`src/rtl/pid_controller.sv`:
```
// pid_controller
//
// PID update engine for the motor-control path. A free-running tick counter
// starts one update every UPDATE_DIVIDER clocks. Each update snapshots all
// inputs, forms the error for the selected mode, and evaluates P, I and D
// terms on one shared 24x24 multiplier. It then sums and clamps the terms
// into the signed pwm word.
//
// Optional feature macro: PID_DERIVATIVE_EN
//   defined   -> DTERM state, prev_error register and d term are present
//   undefined -> no DTERM state, Kd ignored, update is one cycle shorter
//
// Ports
//   CLK                system clock
//   reset_n            asynchronous active-low reset
//   control_mode[7:0]  0 position, 1 velocity, 2 displacement, 3 direct, else off
//   setpoint           signed 24-bit target
//   encoder0_position  signed 24-bit encoder count
//   displacement       signed 24-bit spring displacement
//   Kp, Ki, Kd         signed 24-bit integer gains
//   PWMLimit           unsigned 24-bit output magnitude limit
//   IntegralLimit      unsigned 24-bit integrator magnitude limit
//   deadband           unsigned 24-bit error magnitude treated as zero
//   pwm                signed 24-bit control output (held between updates)
//   update_done        one-cycle pulse when pwm takes a new value
//
// state  | meaning
// IDLE   | wait for tick counter wrap
// LATCH  | snapshot all inputs
// ERROR  | mode-dependent error, saturation, deadband
// PTERM  | p = Kp * error
// ITERM  | integrate and clamp, i = Ki * integral
// DTERM  | d = Kd * (error - prev_error)   (PID_DERIVATIVE_EN only)
// SUM    | s = p + i + d (or direct setpoint in mode 3)
// OUTPUT | clamp s into pwm, pulse update_done

module pid_controller #(
    parameter int UPDATE_DIVIDER = 1000
) (
    input  logic               CLK,
    input  logic               reset_n,
    input  logic [7:0]         control_mode,
    input  logic signed [23:0] setpoint,
    input  logic signed [23:0] encoder0_position,
    input  logic signed [23:0] displacement,
    input  logic signed [23:0] Kp,
    input  logic signed [23:0] Ki,
    input  logic signed [23:0] Kd,
    input  logic [23:0]        PWMLimit,
    input  logic [23:0]        IntegralLimit,
    input  logic [23:0]        deadband,
    output logic signed [23:0] pwm,
    output logic               update_done
);

    localparam int CW = $clog2(UPDATE_DIVIDER);

    typedef enum logic [2:0] {
        S_IDLE   = 3'd0,
        S_LATCH  = 3'd1,
        S_ERROR  = 3'd2,
        S_PTERM  = 3'd3,
        S_ITERM  = 3'd4,
`ifdef PID_DERIVATIVE_EN
        S_DTERM  = 3'd5,
`endif
        S_SUM    = 3'd6,
        S_OUTPUT = 3'd7
    } state_t;

    state_t state, next_state;

    function automatic logic signed [23:0] sat24(input logic signed [25:0] x);
        if (x > 26'sd8388607)
            return 24'sh7FFFFF;
        else if (x < -26'sd8388608)
            return 24'sh800000;
        return x[23:0];
    endfunction

    // Limits above 2^23-1 cannot be represented as a positive signed word.
    function automatic logic [23:0] cap_limit(input logic [23:0] x);
        return (x > 24'h7FFFFF) ? 24'h7FFFFF : x;
    endfunction

    // ---------------- tick counter ----------------
    logic [CW-1:0] tick_cnt;
    logic          tick;

    assign tick = (tick_cnt == CW'(UPDATE_DIVIDER - 1));

    always_ff @(posedge CLK or negedge reset_n) begin
        if (!reset_n)
            tick_cnt <= '0;
        else if (tick)
            tick_cnt <= '0;
        else
            tick_cnt <= tick_cnt + 1'b1;
    end

    // ---------------- FSM ----------------
    always_ff @(posedge CLK or negedge reset_n) begin
        if (!reset_n)
            state <= S_IDLE;
        else
            state <= next_state;
    end

    always_comb begin
        next_state = state;
        case (state)
            S_IDLE:   if (tick) next_state = S_LATCH;
            S_LATCH:  next_state = S_ERROR;
            S_ERROR:  next_state = S_PTERM;
            S_PTERM:  next_state = S_ITERM;
`ifdef PID_DERIVATIVE_EN
            S_ITERM:  next_state = S_DTERM;
            S_DTERM:  next_state = S_SUM;
`else
            S_ITERM:  next_state = S_SUM;
`endif
            S_SUM:    next_state = S_OUTPUT;
            S_OUTPUT: next_state = S_IDLE;
            default:  next_state = S_IDLE;
        endcase
    end

    // ---------------- snapshot and datapath registers ----------------
    logic [7:0]         s_mode;
    logic signed [23:0] s_set, s_enc, s_disp, s_kp, s_ki;
    logic [23:0]        s_plim, s_ilim, s_db;
    logic [7:0]         last_mode;
    logic               mode_chg;
    logic signed [23:0] enc_prev;
    logic signed [23:0] err;
    logic signed [23:0] integral;
    logic signed [47:0] p_term, i_term, d_term;
    logic signed [49:0] sum_term;

`ifdef PID_DERIVATIVE_EN
    logic signed [23:0] s_kd;
    logic signed [23:0] prev_error;
    logic signed [23:0] prev_base;
    logic signed [25:0] d_raw;
    logic signed [23:0] d_diff;
`else
    logic unused_kd;
    assign unused_kd = ^Kd;
`endif

    logic loop_mode, direct_mode;
    assign loop_mode   = (s_mode <= 8'd2);
    assign direct_mode = (s_mode == 8'd3);

    // Error formation: 26-bit intermediate covers the velocity path, where
    // the encoder delta itself can already need 25 bits.
    logic signed [25:0] err_raw;
    logic signed [23:0] err_sat;
    logic [23:0]        err_mag;
    logic signed [23:0] err_db;

    always_comb begin
        err_raw = '0;
        case (s_mode)
            8'd0:    err_raw = s_set - s_enc;
            8'd1:    err_raw = s_set - (s_enc - enc_prev);
            8'd2:    err_raw = s_set - s_disp;
            default: err_raw = '0;
        endcase
        err_sat = sat24(err_raw);
        err_mag = err_sat[23] ? 24'(-err_sat) : err_sat;
        err_db  = (err_mag <= s_db) ? 24'sd0 : err_sat;
    end

    // Integrator: a mode change restarts accumulation from zero.
    logic signed [23:0] integ_base;
    logic signed [24:0] integ_sum, ilim_s, ilim_neg;
    logic signed [23:0] integ_next;

    always_comb begin
        integ_base = mode_chg ? 24'sd0 : integral;
        integ_sum  = integ_base + err;
        ilim_s     = $signed({1'b0, s_ilim});
        ilim_neg   = -ilim_s;
        integ_next = '0;
        if (loop_mode) begin
            if (integ_sum > ilim_s)
                integ_next = ilim_s[23:0];
            else if (integ_sum < ilim_neg)
                integ_next = ilim_neg[23:0];
            else
                integ_next = integ_sum[23:0];
        end
    end

`ifdef PID_DERIVATIVE_EN
    always_comb begin
        prev_base = mode_chg ? 24'sd0 : prev_error;
        d_raw     = err - prev_base;
        d_diff    = sat24(d_raw);
    end
`endif

    // Shared multiplier, operands steered by state.
    logic signed [23:0] mult_a, mult_b;
    logic signed [47:0] product;

    always_comb begin
        mult_a = s_kp;
        mult_b = err;
        case (state)
            S_ITERM: begin
                mult_a = s_ki;
                mult_b = integ_next;
            end
`ifdef PID_DERIVATIVE_EN
            S_DTERM: begin
                mult_a = s_kd;
                mult_b = d_diff;
            end
`endif
            default: ;
        endcase
    end

    assign product = mult_a * mult_b;

    logic signed [49:0] plim_s, plim_neg;
    assign plim_s   = $signed({26'd0, s_plim});
    assign plim_neg = -plim_s;

    always_ff @(posedge CLK or negedge reset_n) begin
        if (!reset_n) begin
            s_mode      <= '0;
            s_set       <= '0;
            s_enc       <= '0;
            s_disp      <= '0;
            s_kp        <= '0;
            s_ki        <= '0;
            s_plim      <= '0;
            s_ilim      <= '0;
            s_db        <= '0;
            last_mode   <= 8'hFF;
            mode_chg    <= 1'b0;
            enc_prev    <= '0;
            err         <= '0;
            integral    <= '0;
            p_term      <= '0;
            i_term      <= '0;
            d_term      <= '0;
            sum_term    <= '0;
            pwm         <= '0;
            update_done <= 1'b0;
`ifdef PID_DERIVATIVE_EN
            s_kd        <= '0;
            prev_error  <= '0;
`endif
        end else begin
            update_done <= 1'b0;
            case (state)
                S_LATCH: begin
                    s_mode <= control_mode;
                    s_set  <= setpoint;
                    s_enc  <= encoder0_position;
                    s_disp <= displacement;
                    s_kp   <= Kp;
                    s_ki   <= Ki;
                    s_plim <= cap_limit(PWMLimit);
                    s_ilim <= cap_limit(IntegralLimit);
                    s_db   <= deadband;
`ifdef PID_DERIVATIVE_EN
                    s_kd   <= Kd;
`endif
                end
                S_ERROR: begin
                    err       <= err_db;
                    enc_prev  <= s_enc;
                    mode_chg  <= (s_mode != last_mode);
                    last_mode <= s_mode;
                end
                S_PTERM: p_term <= product;
                S_ITERM: begin
                    integral <= integ_next;
                    i_term   <= product;
                end
`ifdef PID_DERIVATIVE_EN
                S_DTERM: begin
                    d_term     <= product;
                    prev_error <= err;
                end
`endif
                S_SUM: begin
                    if (direct_mode)
                        sum_term <= s_set;
                    else if (loop_mode)
                        sum_term <= p_term + i_term + d_term;
                    else
                        sum_term <= '0;
                end
                S_OUTPUT: begin
                    if (sum_term > plim_s)
                        pwm <= plim_s[23:0];
                    else if (sum_term < plim_neg)
                        pwm <= plim_neg[23:0];
                    else
                        pwm <= sum_term[23:0];
                    update_done <= 1'b1;
                end
                default: ;
            endcase
        end
    end

endmodule

```
`config.mk`:
```
export PLATFORM = sky130hd
export DESIGN_NAME = pid_controller
export DESIGN_NICKNAME = d
export VERILOG_FILES = /design/src/rtl/pid_controller.sv
export SDC_FILE = /design/constraint.sdc
export NUM_CORES = 2
export LEC_CHECK = 0
export CELL_PAD_IN_SITES_DETAIL_PLACEMENT = 1
export CELL_PAD_IN_SITES_GLOBAL_PLACEMENT = 1
export CORE_UTILIZATION = 49
export DETAILED_ROUTE_END_ITERATION = 10
export GPL_TIMING_DRIVEN = 0
export PLACE_DENSITY_LB_ADDON = 0.12
export SLEW_MARGIN = 20
export SYNTH_ARGS = -nofsm -noshare
export SYNTH_HDL_FRONTEND = slang
export SYNTH_SLANG_ARGS = --single-unit
```
`constraint.sdc`:
```
create_clock -name CLK -period 15.7 [get_ports CLK]
set_clock_uncertainty 0.05 [all_clocks]
set_input_delay 2.355 -clock CLK [delete_from_list [all_inputs] [get_ports CLK]]
set_output_delay 2.355 -clock CLK [all_outputs]
set_load 0.005 [all_outputs]
```
==> results.json <==
{
  "placed_cell_area_um2": 54400,
  "critPathCaptureType": "flop",
  "maxSlewViolCount": 0,
  "period_minus_slack_ns": 15.19,
  "max_stage_delay_ns": 0.63,
  "worst-r2r-setup-slack_ns": 0.51,
  "setup_tns_ns": 0,
  "holdPathStages": 2,
  "synth_flop_cell": "dfrtp_1",
  "wl_per_cell_um": 25.8,
  "finalCritPeriodShare": 0.967,
  "grt_max_degree": 96,
  "vias": 44301,
  "postCtsHoldBufs": 0,
  "yosysWarnings": 48,
  "reg2reg_depth": 49,
  "synth_seq_area_share": 0.208,
  "slew_headroom": 0.179,
  "dr.max_layer_used": "met5",
  "yosys.area.top_type_share": 0.254,
  "ioPinCount": 251,
  "avgSynthCellArea_um2": 8.72,
  "drtAntennaViolNets": 0,
  "synth_fp_nets": 6983,
  "fmax_mhz": 65.9,
  "worstSetupPathType": "reg -> reg",
  "path_clk_slew_ns": 0.06,
  "h-tree-depth": 2,
  "crit_family": "compound AO/OA/AOI/OAI gates",
  "setup_viol": 0,
  "post-route-util": 0.557,
  "routed-wl-met2_mm": 86.4,
  "status": "completed",
  "die_y_um": 322,
  "path_buf_inv": 8,
  "drt_pass1_iterations": 8,
  "reg2reg_to": "i_term[47]",
  "num_rows": 116,
  "via_per_inst": 5.96,
  "async_reset_ff_frac": 1.00,
  "gr-usage-all-layers": 0.376,
  "crit_slowest_cell": "o31ai_2",
  "hold_path_class": "reg -> reg",
  "synth_area_um2": 50100,
  "drt-met1-wl_mm": 81.6,
  "synth_area_leaders": "fa_1 25%, dfrtp_1 20%, ha_1 9.5%",
  "fin_hold_ws_ns": 0.418,
  "synth_edf_count": 0,
  "cts.repair.resized": 1,
  "drt_wl_total_mm": 192,
  "route.detailed.drc": 0,
  "cp-start-kind": "flop",
  "layout.nets": 7274,
  "yosysMostFrequentCell": "inv_1",
  "min_from": "last_mode[5]",
  "clk_root_buffer_cell": "clkbuf_16",
  "synthDistinctLibCells": 108,
  "syn2layout_area_growth_pct": 12.1,
  "hold_viol": 0,
  "post-route-cell-area_um2": 56100,
  "cts_max_path_buffers": 3,
  "tritoncts": "done",
  "leakagePower_nw": 28.0,
  "synthCells": 5743,
  "synthTopCellsByCount": "914 x inv_1, 775 x nand2_1, 635 x fa_1",
  "drive_gt1_frac": 0.0606,
  "wl_met3_mm": 14.6,
  "cts_setup_buffers": 0,
  "hold_end": "last_mode[5]",
  "r2r_start": "mode_chg",
  "core_area_um2": 101000,
  "drv_cap": 0,
  "antenna_found_initial": 18,
  "start_util": 0.497,
  "cts_sinks": 415,
  "synth-seq-cells": 415,
  "worst_slew_pin_slew_ns": 1.23,
  "cp.required_ns": 16.12,
  "die-area_um2": 103000,
  "grt_pass1_vias": 47250,
  "placedCellCount": 7339,
  "yosysTopAreaCell": "fa_1",
  "port_buffers": 226,
  "path_max_fanout": 10,
  "worstSkewPairLatency_ns": 0.67,
  "worstPathArrival_ns": 15.61,
  "die_w_um": 322,
  "layoutNonFillerInstCount": 7434,
  "place.gp.congestion": 0.990,
  "drt_iter0_drc": 3549,
  "cts_made_buffers": 50,
  "dp_hpwl_mm": 159,
  "grt_pass1_wl_mm": 290,
  "ir_worst_vdd_uv": 69.7,
  "p_per_area_nw_per_um2": 42.4,
  "rsz0062_at_grt": "false",
  "path_common_cell": "fa_1",
  "gr-total-overflow": 0
}
==> flip-flops by register name (all words and copies together) (netlist names) <==
name,count
enc_prev,24
err,24
i_term,48
integral,24
last_mode,8
mode_chg,1
pwm,24
s_db,24
s_disp,24
s_enc,24
s_ilim,24
s_ki,24
s_kp,24
s_mode,8
s_plim,24
s_set,24
state,3
sum_term,48
tick_cnt,10
update_done,1
==> cells by family (layout without fill, tap and decap cells) <==
group	after synthesis	after routing	share of synthesized area
xor+xnor	186	186	0.0327
mux	127	127	0.0274
simple gates	1707	1707	0.151
other cells	0	2	0
fa+ha+maj	1014	1014	0.349
buf+inv	1160	1492	0.0894
compound gates	1134	1134	0.143
flops	415	415	0.208
==> routing by layer <==
layer	vias to the layer above	track usage
met1	22955	0.518
li1	19218	-
met3	427	0.0616
met5	-	0
met4	10	0.149
met2	1691	0.591
==> placed cells by master, fill, tap and decap left out, drive strengths merged, types with 9 or more instances in the layout <==
master / Yosys / layout
clkinv: 0 / 11
xor2: 68 / 68
xnor2: 118 / 118
nand4: 55 / 55
nor3: 53 / 53
nor2b: 63 / 63
o211ai: 30 / 30
inv: 916 / 919
nand2: 777 / 777
o22ai: 27 / 27
nand2b: 55 / 55
nor4: 26 / 26
o31ai: 13 / 13
or2: 14 / 14
a211oi: 37 / 37
a32o: 14 / 14
ha: 379 / 379
clkdlybuf4s50: 0 / 225
and2: 35 / 35
dfrtp: 407 / 407
mux2i: 47 / 47
or3: 18 / 18
a31oi: 24 / 24
o21a: 32 / 32
a22oi: 28 / 28
o21bai: 19 / 19
nand3: 82 / 82
a211o: 15 / 15
clkbuf: 169 / 241
a21oi: 289 / 289
fa: 635 / 635
nand3b: 9 / 9
buf: 75 / 89
a21o: 114 / 114
nor2: 472 / 472
a221o: 10 / 10
o21ai: 390 / 390
mux2: 80 / 80
and3: 21 / 21
nor3b: 9 / 9
==> cell type report <==
cell class	instances	area, um^2
Inverter	916	3440
Multi-Input combinational cell	4168	35400
Tap cell	1357	1700
Clock inverter	21	264
Sequential cell	415	10400
Fill cell	11950	44600
Clock buffer	72	1430
Buffer	244	1050
Timing Repair Buffer	239	2460
Antenna cell	2	5.00
==> stage by stage <==
step	setup slack, ns	power, W
after floorplan	3.45	0.00109
after global placement	-6.95	0.00117
after detailed placement	0.123	0.00117
after CTS	0.00712	0.00240
after global routing	0.0488	0.00244
final	0.515	0.00238
==> power by group <==
group          internal (W)  total [W]  switching, W
combinational     0.0000468  0.0000796     0.0000328
clock              0.000706    0.00123      0.000523
sequential          0.00107    0.00107             0
total               0.00182    0.00238      0.000555
==> worst max path at each step <==
stage / startpoint / end / slack (ns) / depth (start not counted)
2_1_floorplan: mode_chg / i_term[46] / 3.45 / 50
3_3_place_gp: reset_n / s_kp[14] / -6.95 / 1
3_5_place_dp: mode_chg / i_term[46] / 0.12 / 51
4_1_cts: mode_chg / i_term[46] / 0.007 / 51
5_1_grt: mode_chg / i_term[46] / 0.05 / 51
6_report: mode_chg / i_term[47] / 0.51 / 49
==> worst min-delay path, cell delays in order, from the launching register on <==
cell	delay (ns)
dfstp_2	0.37
nand2_1	0.05
nand2_1	0.05
Note: power is estimated with default switching activity, not from simulation.
